==> config.mk <==
export PLATFORM = sky130hd
export DESIGN_NAME = equiv_sequencer
export DESIGN_NICKNAME = d
export VERILOG_FILES = /design/src/rtl/equiv_sequencer.sv
export SDC_FILE = /design/constraint.sdc
export NUM_CORES = 1
export LEC_CHECK = 0
export BUFFER_PORTS_ARGS = -buffer_cell sky130_fd_sc_hd__buf_2
export CORE_AREA = 2 2 39 41
export CTS_CLUSTER_DIAMETER = 30
export DETAILED_ROUTE_END_ITERATION = 8
export DIE_AREA = 0 0 41 43
export MAX_ROUTING_LAYER = met4
export PLACE_DENSITY = 0.71
export SETUP_SLACK_MARGIN = 0.05
export SKIP_CTS_REPAIR_TIMING = 1
export SLEW_MARGIN = 10
export SYNTH_ARGS = -nofsm -noshare
export SYNTH_HDL_FRONTEND = slang
export SYNTH_SLANG_ARGS = --single-unit
==> constraint.sdc <==
create_clock -name clk -period 1.9 [get_ports clk]
set_input_delay 0.095 -clock clk [delete_from_list [all_inputs] [get_ports clk]]
set_output_delay 0.095 -clock clk [all_outputs]
set_load 0.02 [all_outputs]
==> src/rtl/equiv_sequencer.sv <==
// Stimulus/compare controller: steps x through all 2^N vectors, lets each settle,
// then counts a_in/b_in disagreements and remembers the first failing vector.
module equiv_sequencer #(
  parameter int N      = 2,
  parameter int SETTLE = 1
) (
  input  logic         clk,
  input  logic         rst,
  input  logic         start,
  output logic [N-1:0] x,
  input  logic         a_in,
  input  logic         b_in,
  output logic         busy,
  output logic         done,
  output logic         pass,
  output logic [N:0]   err_count,
  output logic         fail_valid,
  output logic [N-1:0] first_fail
);

  localparam int CW = (SETTLE > 1) ? $clog2(SETTLE) : 1;
  localparam logic [CW-1:0] CNT_LOAD = CW'(SETTLE - 1);

  typedef enum logic [1:0] {
    IDLE  = 2'd0,
    WAIT  = 2'd1,
    CHECK = 2'd2,
    DONE  = 2'd3
  } state_t;

  state_t        state_reg, state_next;
  logic [N-1:0]  x_reg, x_next;
  logic [CW-1:0] cnt_reg, cnt_next;
  logic [N:0]    err_reg, err_next;
  logic          fv_reg, fv_next;
  logic [N-1:0]  ff_reg, ff_next;

  always_ff @(posedge clk or posedge rst) begin
    if (rst) begin
      state_reg <= IDLE;
      x_reg     <= '0;
      cnt_reg   <= '0;
      err_reg   <= '0;
      fv_reg    <= 1'b0;
      ff_reg    <= '0;
    end else begin
      state_reg <= state_next;
      x_reg     <= x_next;
      cnt_reg   <= cnt_next;
      err_reg   <= err_next;
      fv_reg    <= fv_next;
      ff_reg    <= ff_next;
    end
  end

  always_comb begin
    state_next = state_reg;
    x_next     = x_reg;
    cnt_next   = cnt_reg;
    err_next   = err_reg;
    fv_next    = fv_reg;
    ff_next    = ff_reg;
    case (state_reg)
      IDLE, DONE: begin
        // A restart from DONE clears the previous result set.
        if (start) begin
          state_next = WAIT;
          x_next     = '0;
          cnt_next   = CNT_LOAD;
          err_next   = '0;
          fv_next    = 1'b0;
          ff_next    = '0;
        end
      end
      WAIT: begin
        if (cnt_reg == '0) state_next = CHECK;
        else               cnt_next   = cnt_reg - 1'b1;
      end
      CHECK: begin
        if (a_in != b_in) begin
          err_next = err_reg + 1'b1;
          if (!fv_reg) begin
            fv_next = 1'b1;
            ff_next = x_reg;
          end
        end
        if (x_reg == '1) begin
          state_next = DONE;
        end else begin
          state_next = WAIT;
          x_next     = x_reg + 1'b1;
          cnt_next   = CNT_LOAD;
        end
      end
      default: state_next = IDLE;
    endcase
  end

  // Status flags decode directly from registered state, so pass moves with done.
  assign x          = x_reg;
  assign busy       = (state_reg == WAIT) || (state_reg == CHECK);
  assign done       = (state_reg == DONE);
  assign pass       = (state_reg == DONE) && (err_reg == '0);
  assign err_count  = err_reg;
  assign fail_valid = fv_reg;
  assign first_fail = ff_reg;

endmodule
==> impl_metrics.env, run 1 <==
export IMPL_critPathCaptureType="flop"
export IMPL_hold_path_startpoint="start"
export IMPL_cellPowerDensity_nw_per_um2=1480
export IMPL_place_hpwl_um=891
export IMPL_crit_required_ns=2.05
export IMPL_netlist_cell_type_count=22
export IMPL_vias=466
export IMPL_cts_tree="built"
export IMPL_diodes=0
export IMPL_p_int_mw=0.665
export IMPL_port_buffers=15
export IMPL_final_core_util_pct=55.7
export IMPL_hold_path_class="input pin to flop"
export IMPL_cp_arrival_ns=1.91
export IMPL_initial_core_util_pct=44.3
export IMPL_skew_ns=0.00161
export IMPL_synth_largest_area_cell="dfrtp_1"
export IMPL_postRouteAntennaNets=0
export IMPL_r2r_start="state_reg[0]"
export IMPL_gr_total_overflow=0
export IMPL_netlist_area_um2=613
export IMPL_synth_seq_cells=10
export IMPL_worstMarginPinSlew_ns=0.421
export IMPL_fp_row_count=14
export IMPL_ys_seq_area_share_pct=40.8
export IMPL_final_cells=96
export IMPL_grt_antenna_before_repair=0
export IMPL_cts_root_buf="clkbuf_4"
export IMPL_wire_per_inst_um=12.8
export IMPL_fillers=132
export IMPL_power_frac_clock_pct=17.3
export IMPL_min_period_over_period_pct=92.3
export IMPL_total_power_mw=1.14
export IMPL_grt_usage_pct=17.6
export IMPL_cts_made_buffers=3
export IMPL_p_leak_nw=0.425
export IMPL_netlist_top_cells_area="dfrtp_1 (41%), ha_1 (14%), mux2i_1 (11%)"
export IMPL_htree_num_levels=1
export IMPL_grt_max_degree=11
export IMPL_outcome="finished clean"
export IMPL_rsz0062_at_grt="true"
export IMPL_die_area_um2=1760
export IMPL_largest_reg_flops=3
export IMPL_clkTransAtPathRegs_ns=0.07
export IMPL_critPathLaunch="state_reg[0]"
export IMPL_globalplace_congestion=0.718
export IMPL_critPathKind="flop to flop"
export IMPL_fmax_mhz=570
export IMPL_die_width_um=41
export IMPL_max_slew_margin_rel_pct=71.9
export IMPL_clock_latency_ns=0.27
export IMPL_netlist_area_leader_share_pct=40.8
export IMPL_cp_max_fo=5
export IMPL_boundaryPins=16
export IMPL_fp_dieH_um=43
export IMPL_cts_buffer_depth=2
export IMPL_synth_fp_nets=71
export IMPL_p_seq_share_pct=28.0
export IMPL_period_minus_slack_ns=1.75
export IMPL_comb_power_share_pct=54.7
export IMPL_first_iter_violations=8
export IMPL_drc_errors=0
export IMPL_irDropWorstVdd_uv=747
export IMPL_first_pass_iters=2
export IMPL_syn_area_per_cell_um2=10.4
export IMPL_drive_gt1_share_pct=33.8
export IMPL_vias_per_cell=4.85
export IMPL_grt_first_pass_wirelength_mm=2.02
export IMPL_yosys_warnings=0
export IMPL_fp_coreArea_um2=1380
export IMPL_hold_violations=0
export IMPL_worst_slack_ns=0.146
export IMPL_drt_total_wl_mm=1.23
export IMPL_drv_slew=0
export IMPL_p_sw_share_pct=41.9
export IMPL_fin_nets=93
export IMPL_syn_to_final_growth_pct=25.7
export IMPL_cp_start_kind="flop"
export IMPL_fin_tns_setup_ns=0
export IMPL_grt_pass1_vias=447
export IMPL_dp_slack_ns=0.134
export IMPL_drv_cap=0
export IMPL_switching_power_mw=0.479
export IMPL_setup_viol=0
export IMPL_cts_sinks=10
export IMPL_dp_cells=89
export IMPL_syn_inst=59
[path summary, 6_finish.rpt]
check                           endpoint  slack [ns]  depth (start not counted)
setup / recovery                    x[0]        0.15                          5
hold / removal              state_reg[0]        0.16                          3
setup reg to reg                    x[0]        0.15                          5
hold reg to reg            first_fail[0]        0.52                          2
max in group asynchronous   state_reg[0]        1.25                          3
min in group asynchronous  first_fail[1]        0.35                          3
[metrics by stage]
step,instance area (um2),hold WS [ns]
floorplan,613,-0.0648
global placement,706,0.0972
detailed placement,706,0.108
CTS,742,-0.183
global route,771,0.184
finish,771,0.163
[cell type report]
cell class                 instances  area [um2]  area share, %
inverter                          11        41.3           5.36
clock buffer                       4        36.3           4.71
sequential                        10         250           32.5
timing repair buffer              19         108           14.0
tap                               16        20.0           2.60
multi-input combinational         36         315           40.9
[power groups by stage]
stage / combinational, mW / sequential [mW] / clock, mW
after floorplan: 0.404 / 0.350 / 0
after CTS: 0.576 / 0.320 / 0.201
after global routing: 0.695 / 0.328 / 0.214
after global placement: 0.562 / 0.317 / 0
final: 0.626 / 0.320 / 0.198
after detailed placement: 0.570 / 0.324 / 0
[cells in the final DEF (no fill, tap or decap)]
| master | count |
|---|---|
| mux2i_1 | 6 |
| nand2b_1 | 1 |
| nor2_1 | 1 |
| a21oi_2 | 1 |
| a221oi_1 | 1 |
| and3_1 | 2 |
| mux2i_2 | 1 |
| ha_1 | 7 |
| clkbuf_8 | 1 |
| a21o_2 | 1 |
| dfrtp_1 | 10 |
| xnor2_1 | 1 |
| a21oi_1 | 2 |
| mux2_1 | 1 |
| nor2b_1 | 1 |
| clkbuf_4 | 3 |
| nand2_1 | 5 |
| mux2_4 | 1 |
| buf_2 | 15 |
| o2bb2ai_1 | 1 |
| a221oi_2 | 1 |
| dlygate4sd3_1 | 1 |
| or3_1 | 1 |
| o21ai_0 | 1 |
| inv_1 | 11 |
| buf_4 | 3 |
[routing by layer]
metal	GRT usage, %	share of wire [%]
met5	-	0
met4	8.00	1.9
met3	4.71	3.7
met2	26.9	49
met1	20.9	46
[worst max-delay path, cell delays in order, from the launching register on]
cell     delay, ns
dfrtp_1       0.40
inv_1         0.08
ha_1          0.39
mux2i_2       0.31
a21o_2        0.16
mux2_4        0.30
[synth_stat cells]
| library cell | instances |
|---|---|
| inv_1 | 11 |
| dfrtp_1 | 10 |
| ha_1 | 7 |
| mux2i_1 | 7 |
| nand2_1 | 5 |
| a21oi_1 | 2 |
| and3_1 | 2 |
| a21o_2 | 1 |
| a21oi_2 | 1 |
| a221oi_1 | 1 |
| a221oi_2 | 1 |
| buf_2 | 1 |
| clkbuf_2 | 1 |
| mux2_1 | 1 |
| mux2_4 | 1 |
| nand2b_1 | 1 |
| nor2_1 | 1 |
| nor2b_1 | 1 |
| o21ai_0 | 1 |
| o2bb2ai_1 | 1 |
| or3_1 | 1 |
| xnor2_1 | 1 |
[cell families after synthesis]
kind of cell / synth area share [%]
DFF: 40.8
and+or+nand+nor: 8.78
adders and majority gates: 14.3
buffers and inverters: 8.37
xor gates and xnor gates: 1.43
AOI/OAI and AO/OA: 10.6
muxes: 15.7
(Power assumes the default switching activity.)
==> run 2, diff against run 1 <==
BUFFER_PORTS_ARGS = -buffer_cell sky130_fd_sc_hd__clkbuf_2   (was -buffer_cell sky130_fd_sc_hd__buf_2)
==> run 2 against run 1 <==
  * Wire length shrank 1.6%
  * Die area is the same
  * Critical path type unchanged
  * Global-route usage grew 0.15 points
  * Critical endpoint is now fail_valid
  * Largest power group unchanged
  * First-iteration DRC count shrank 100%
  * Flip-flop and latch count is the same
  * Combinational power shrank 5.9%
==> impl_metrics.env, run 2 (same netlist as run 1, synthesis figures left out) <==
export IMPL_dp_slack_ns=0.144
export IMPL_hold_path_startpoint="start"
export IMPL_skew_ns=0.00478
export IMPL_drv_cap=0
export IMPL_grt_antenna_before_repair=0
export IMPL_fp_row_count=14
export IMPL_grt_pass1_vias=450
export IMPL_cts_buffer_depth=2
export IMPL_globalplace_congestion=0.705
export IMPL_vias=464
export IMPL_clock_latency_ns=0.27
export IMPL_fmax_mhz=568
export IMPL_p_seq_share_pct=28.8
export IMPL_hold_violations=0
export IMPL_multi_input_comb_area_um2=315
export IMPL_final_common_cell="clkbuf_2"
export IMPL_fin_nets=91
export IMPL_critPathKind="flop to flop"
export IMPL_drc_errors=0
export IMPL_busiest_layer="met2"
export IMPL_final_core_util_pct=54.6
export IMPL_worstMarginPinSlew_ns=0.408
export IMPL_diodes=0
export IMPL_first_iter_violations=0
export IMPL_cts_tree="built"
export IMPL_drv_slew=0
export IMPL_cellPowerDensity_nw_per_um2=1460
export IMPL_grt_usage_pct=17.8
export IMPL_clkTransAtPathRegs_ns=0.07
export IMPL_use_met1_pct=20.3
export IMPL_p_leak_nw=0.408
export IMPL_fp_dieH_um=43
export IMPL_die_width_um=41
export IMPL_gr_total_overflow=0
export IMPL_p_int_mw=0.633
export IMPL_critPathCaptureType="flop"
export IMPL_hold_path_class="input pin to flop"
export IMPL_fin_tns_setup_ns=0
export IMPL_setup_viol=0
export IMPL_p_sw_share_pct=42.8
export IMPL_final_cell_mix="clkbuf_2 (15), inv_1 (11), dfrtp_1 (10)"
export IMPL_period_minus_slack_ns=1.76
export IMPL_crit_required_ns=2.06
export IMPL_htree_num_levels=1
export IMPL_port_buffers=15
export IMPL_use_met2_pct=25.9
export IMPL_comb_power_share_pct=53.3
export IMPL_cp_max_fo=5
export IMPL_cpPeakStageDelay_ns=0.39
export IMPL_drive_gt1_share_pct=32.1
export IMPL_grt_first_pass_wirelength_mm=1.95
export IMPL_boundaryPins=16
export IMPL_wire_per_inst_um=12.9
export IMPL_die_area_um2=1760
export IMPL_power_frac_clock_pct=17.9
export IMPL_syn_to_final_growth_pct=23.3
export IMPL_cp_arrival_ns=1.92
export IMPL_first_pass_iters=1
export IMPL_cts_root_buf="clkbuf_4"
export IMPL_max_slew_margin_rel_pct=72.8
export IMPL_slowest_stage="dfrtp_1"
export IMPL_irDropWorstVdd_uv=625
export IMPL_worst_slack_ns=0.138
export IMPL_place_hpwl_um=877
export IMPL_regArea_um2=250
export IMPL_switching_power_mw=0.473
export IMPL_outcome="finished clean"
export IMPL_cts_sinks=10
export IMPL_critPathLaunch="state_reg[0]"
export IMPL_initial_core_util_pct=44.3
export IMPL_fp_coreArea_um2=1380
export IMPL_path_cells="inv_1 -> ha_1 -> mux2i_2 -> a21oi_2 -> mux2_1"
export IMPL_min_period_over_period_pct=92.7
export IMPL_largest_reg_flops=3
export IMPL_cts_made_buffers=3
export IMPL_cp_start_kind="flop"
export IMPL_fillers=135
export IMPL_postRouteAntennaNets=0
export IMPL_rsz0062_at_grt="false"
export IMPL_drt_total_wl_mm=1.21
export IMPL_total_power_mw=1.11
export IMPL_met3_usage_pct=4.71
export IMPL_r2r_start="state_reg[0]"
export IMPL_vias_per_cell=4.94
export IMPL_grt_max_degree=11
[run 2: final cells by class]
class	count	share of cell area, %
clock buffer	4	4.80
tap	16	2.65
timing repair buffer	17	12.3
sequential	10	33.1
multi-input combinational	36	41.7
inverter	11	5.46
[run 2: path summary, 6_finish.rpt]
path	to	slack (ns)	depth (start not counted)
min	state_reg[1]	0.16	3
min reg2reg	first_fail[0]	0.53	2
max reg2reg	fail_valid	0.14	5
min in group asynchronous	first_fail[1]	0.33	3
max in group asynchronous	state_reg[0]	1.28	3
max	fail_valid	0.14	5
[run 2: power by group through the flow]
| stage | clock network (mW) | registers, mW | logic [mW] |
|---|---|---|---|
| finish | 0.198 | 0.318 | 0.589 |
| global route | 0.211 | 0.328 | 0.649 |
| CTS | 0.201 | 0.319 | 0.577 |
| detailed placement | 0 | 0.323 | 0.571 |
| global placement | 0 | 0.317 | 0.563 |
| floorplan | 0 | 0.350 | 0.404 |
[run 2: layer usage]
layer / wire [um] / part of all wire [%]
met1: 517 / 43
met2: 603 / 50
met3: 51 / 4.2
met4: 39 / 3.2
met5: 0 / 0
[run 2: stage by stage]
stage               std cells  area, um2  hold WS [ns]
floorplan                  59        613       -0.0648
global placement           89        706        0.0803
detailed placement         89        706        0.0892
CTS                        93        742        -0.208
global route               94        756         0.191
finish                     94        756         0.155
[run 2: worst max-delay path, delay by kind of cell (launching register included)]
kind                     cells  cell delay [ns]
multiplexers                 2             0.56
adder cells (fa/ha/maj)      1             0.38
buffers and inverters        1             0.08
flip-flops                   1             0.39
AO/OA/AOI/OAI                1             0.25
==> run 3, diff against run 2 <==
PLACE_DENSITY = 0.74   (was 0.71)
==> run 3 against run 2 <==
  * Fmax fell by 0.87%
  * Die area did not move
  * Utilization fell by 0.27 points
  * Clock power barely moved
  * Final area fell by 0.50%
  * Critical path depth did not move
  * Worst hold slack got worse by 0.012 ns
  * Via count fell by 1.3%
  * First-iteration DRC count rose by 7
  * Combinational power fell by 3%
  * Wire length fell by 8.5%
  * Highest routed layer unchanged
==> impl_metrics.env, run 3 (same netlist as run 1, synthesis figures left out) <==
export IMPL_drv_cap=0
export IMPL_largest_reg_flops=3
export IMPL_final_cell_mix="clkbuf_2 (15), inv_1 (11), dfrtp_1 (10)"
export IMPL_cellPowerDensity_nw_per_um2=1440
export IMPL_first_iter_violations=7
export IMPL_hold_path_class="input pin to flop"
export IMPL_fp_row_count=14
export IMPL_p_leak_nw=0.410
export IMPL_grt_max_degree=11
export IMPL_grt_usage_pct=15.8
export IMPL_vias=458
export IMPL_fin_nets=91
export IMPL_globalplace_congestion=0.712
export IMPL_fmax_mhz=563
export IMPL_cp_max_fo=5
export IMPL_cts_tree="built"
export IMPL_die_area_um2=1760
export IMPL_die_width_um=41
export IMPL_postRouteAntennaNets=0
export IMPL_min_period_over_period_pct=93.5
export IMPL_fin_tns_setup_ns=0
export IMPL_cpPeakStageDelay_ns=0.39
export IMPL_wire_per_inst_um=11.8
export IMPL_rsz0062_at_grt="false"
export IMPL_max_slew_margin_rel_pct=72.6
export IMPL_fin_hold_ws_ns=0.143
export IMPL_place_hpwl_um=849
export IMPL_cp_arrival_ns=1.93
export IMPL_grt_first_pass_wirelength_mm=1.80
export IMPL_syn_to_final_growth_pct=22.7
export IMPL_diodes=0
export IMPL_path_cells="inv_1 -> ha_1 -> mux2i_1 -> a21o_2 -> mux2_4"
export IMPL_cts_root_buf="clkbuf_4"
export IMPL_final_cells=94
export IMPL_cp_start_kind="flop"
export IMPL_final_core_util_pct=54.3
export IMPL_clkTransAtPathRegs_ns=0.07
export IMPL_dp_cells=89
export IMPL_period_minus_slack_ns=1.78
export IMPL_cts_made_buffers=3
export IMPL_grt_antenna_before_repair=0
export IMPL_cts_buffer_depth=2
export IMPL_gr_total_overflow=0
export IMPL_outcome="finished clean"
export IMPL_hold_violations=0
export IMPL_irDropWorstVdd_uv=660
export IMPL_drt_total_wl_mm=1.11
export IMPL_htree_num_levels=1
export IMPL_dp_slack_ns=0.146
export IMPL_drv_slew=0
export IMPL_clock_latency_ns=0.27
export IMPL_drive_gt1_share_pct=30.8
export IMPL_port_buffers=15
export IMPL_fp_dieH_um=43
export IMPL_critPathCaptureType="flop"
export IMPL_setup_viol=0
export IMPL_fp_coreArea_um2=1380
export IMPL_grt_pass1_vias=417
export IMPL_worst_slack_ns=0.123
export IMPL_slowest_stage="dfrtp_1"
export IMPL_first_pass_iters=4
export IMPL_skew_ns=0.00230
export IMPL_initial_core_util_pct=44.3
export IMPL_critPathKind="flop to flop"
export IMPL_crit_required_ns=2.05
export IMPL_final_common_cell="clkbuf_2"
export IMPL_cts_sinks=10
export IMPL_worstMarginPinSlew_ns=0.408
export IMPL_boundaryPins=16
export IMPL_drc_errors=0
export IMPL_vias_per_cell=4.87
## run 3: metal layers
layer / track usage [%] / wire (um)
met1: 20.8 / 488
met2: 21.6 / 548
met3: 5.24 / 61
met4: 7.33 / 10
met5: - / 0
## run 3: area by class of cell
class	instances	area [um2]
multi-input cells	36	312
inverters	11	41.3
flip-flops and latches	10	250
repair buffers	17	92.6
fillers	131	632
clock buffers	4	36.3
well taps	16	20.0
## run 3: worst max-delay path: cells and delay by family (launching register included)
kind | cells | cell delay [ns]
flops | 1 | 0.39
fa+ha+maj | 1 | 0.37
compound gates | 1 | 0.17
mux | 2 | 0.66
buf+inv | 1 | 0.07
## run 3: path summary, 6_finish.rpt
| kind | startpoint | endpoint | slack (ns) | cells past startpoint |
|---|---|---|---|---|
| min reg2reg | first_fail[1] | first_fail[1] | 0.53 | 2 |
| max reg2reg | state_reg[0] | x[0] | 0.12 | 5 |
| min in group asynchronous | rst | first_fail[1] | 0.33 | 3 |
| max in group asynchronous | rst | state_reg[1] | 1.28 | 3 |
| max | state_reg[0] | x[0] | 0.12 | 5 |
| min | start | state_reg[1] | 0.14 | 3 |
## run 3: per-stage QoR
step | power [mW] | area [um2]
global route | 1.17 | 752
finish | 1.08 | 752
floorplan | 0.754 | 613
global placement | 0.879 | 706
detailed placement | 0.892 | 706
CTS | 1.10 | 742
## run 3: power by group
group | leakage, nW | switching, mW | internal [mW]
registers | 0.134 | 0.0504 | 0.266
logic | 0.255 | 0.330 | 0.240
clock network | 0.0210 | 0.0799 | 0.116
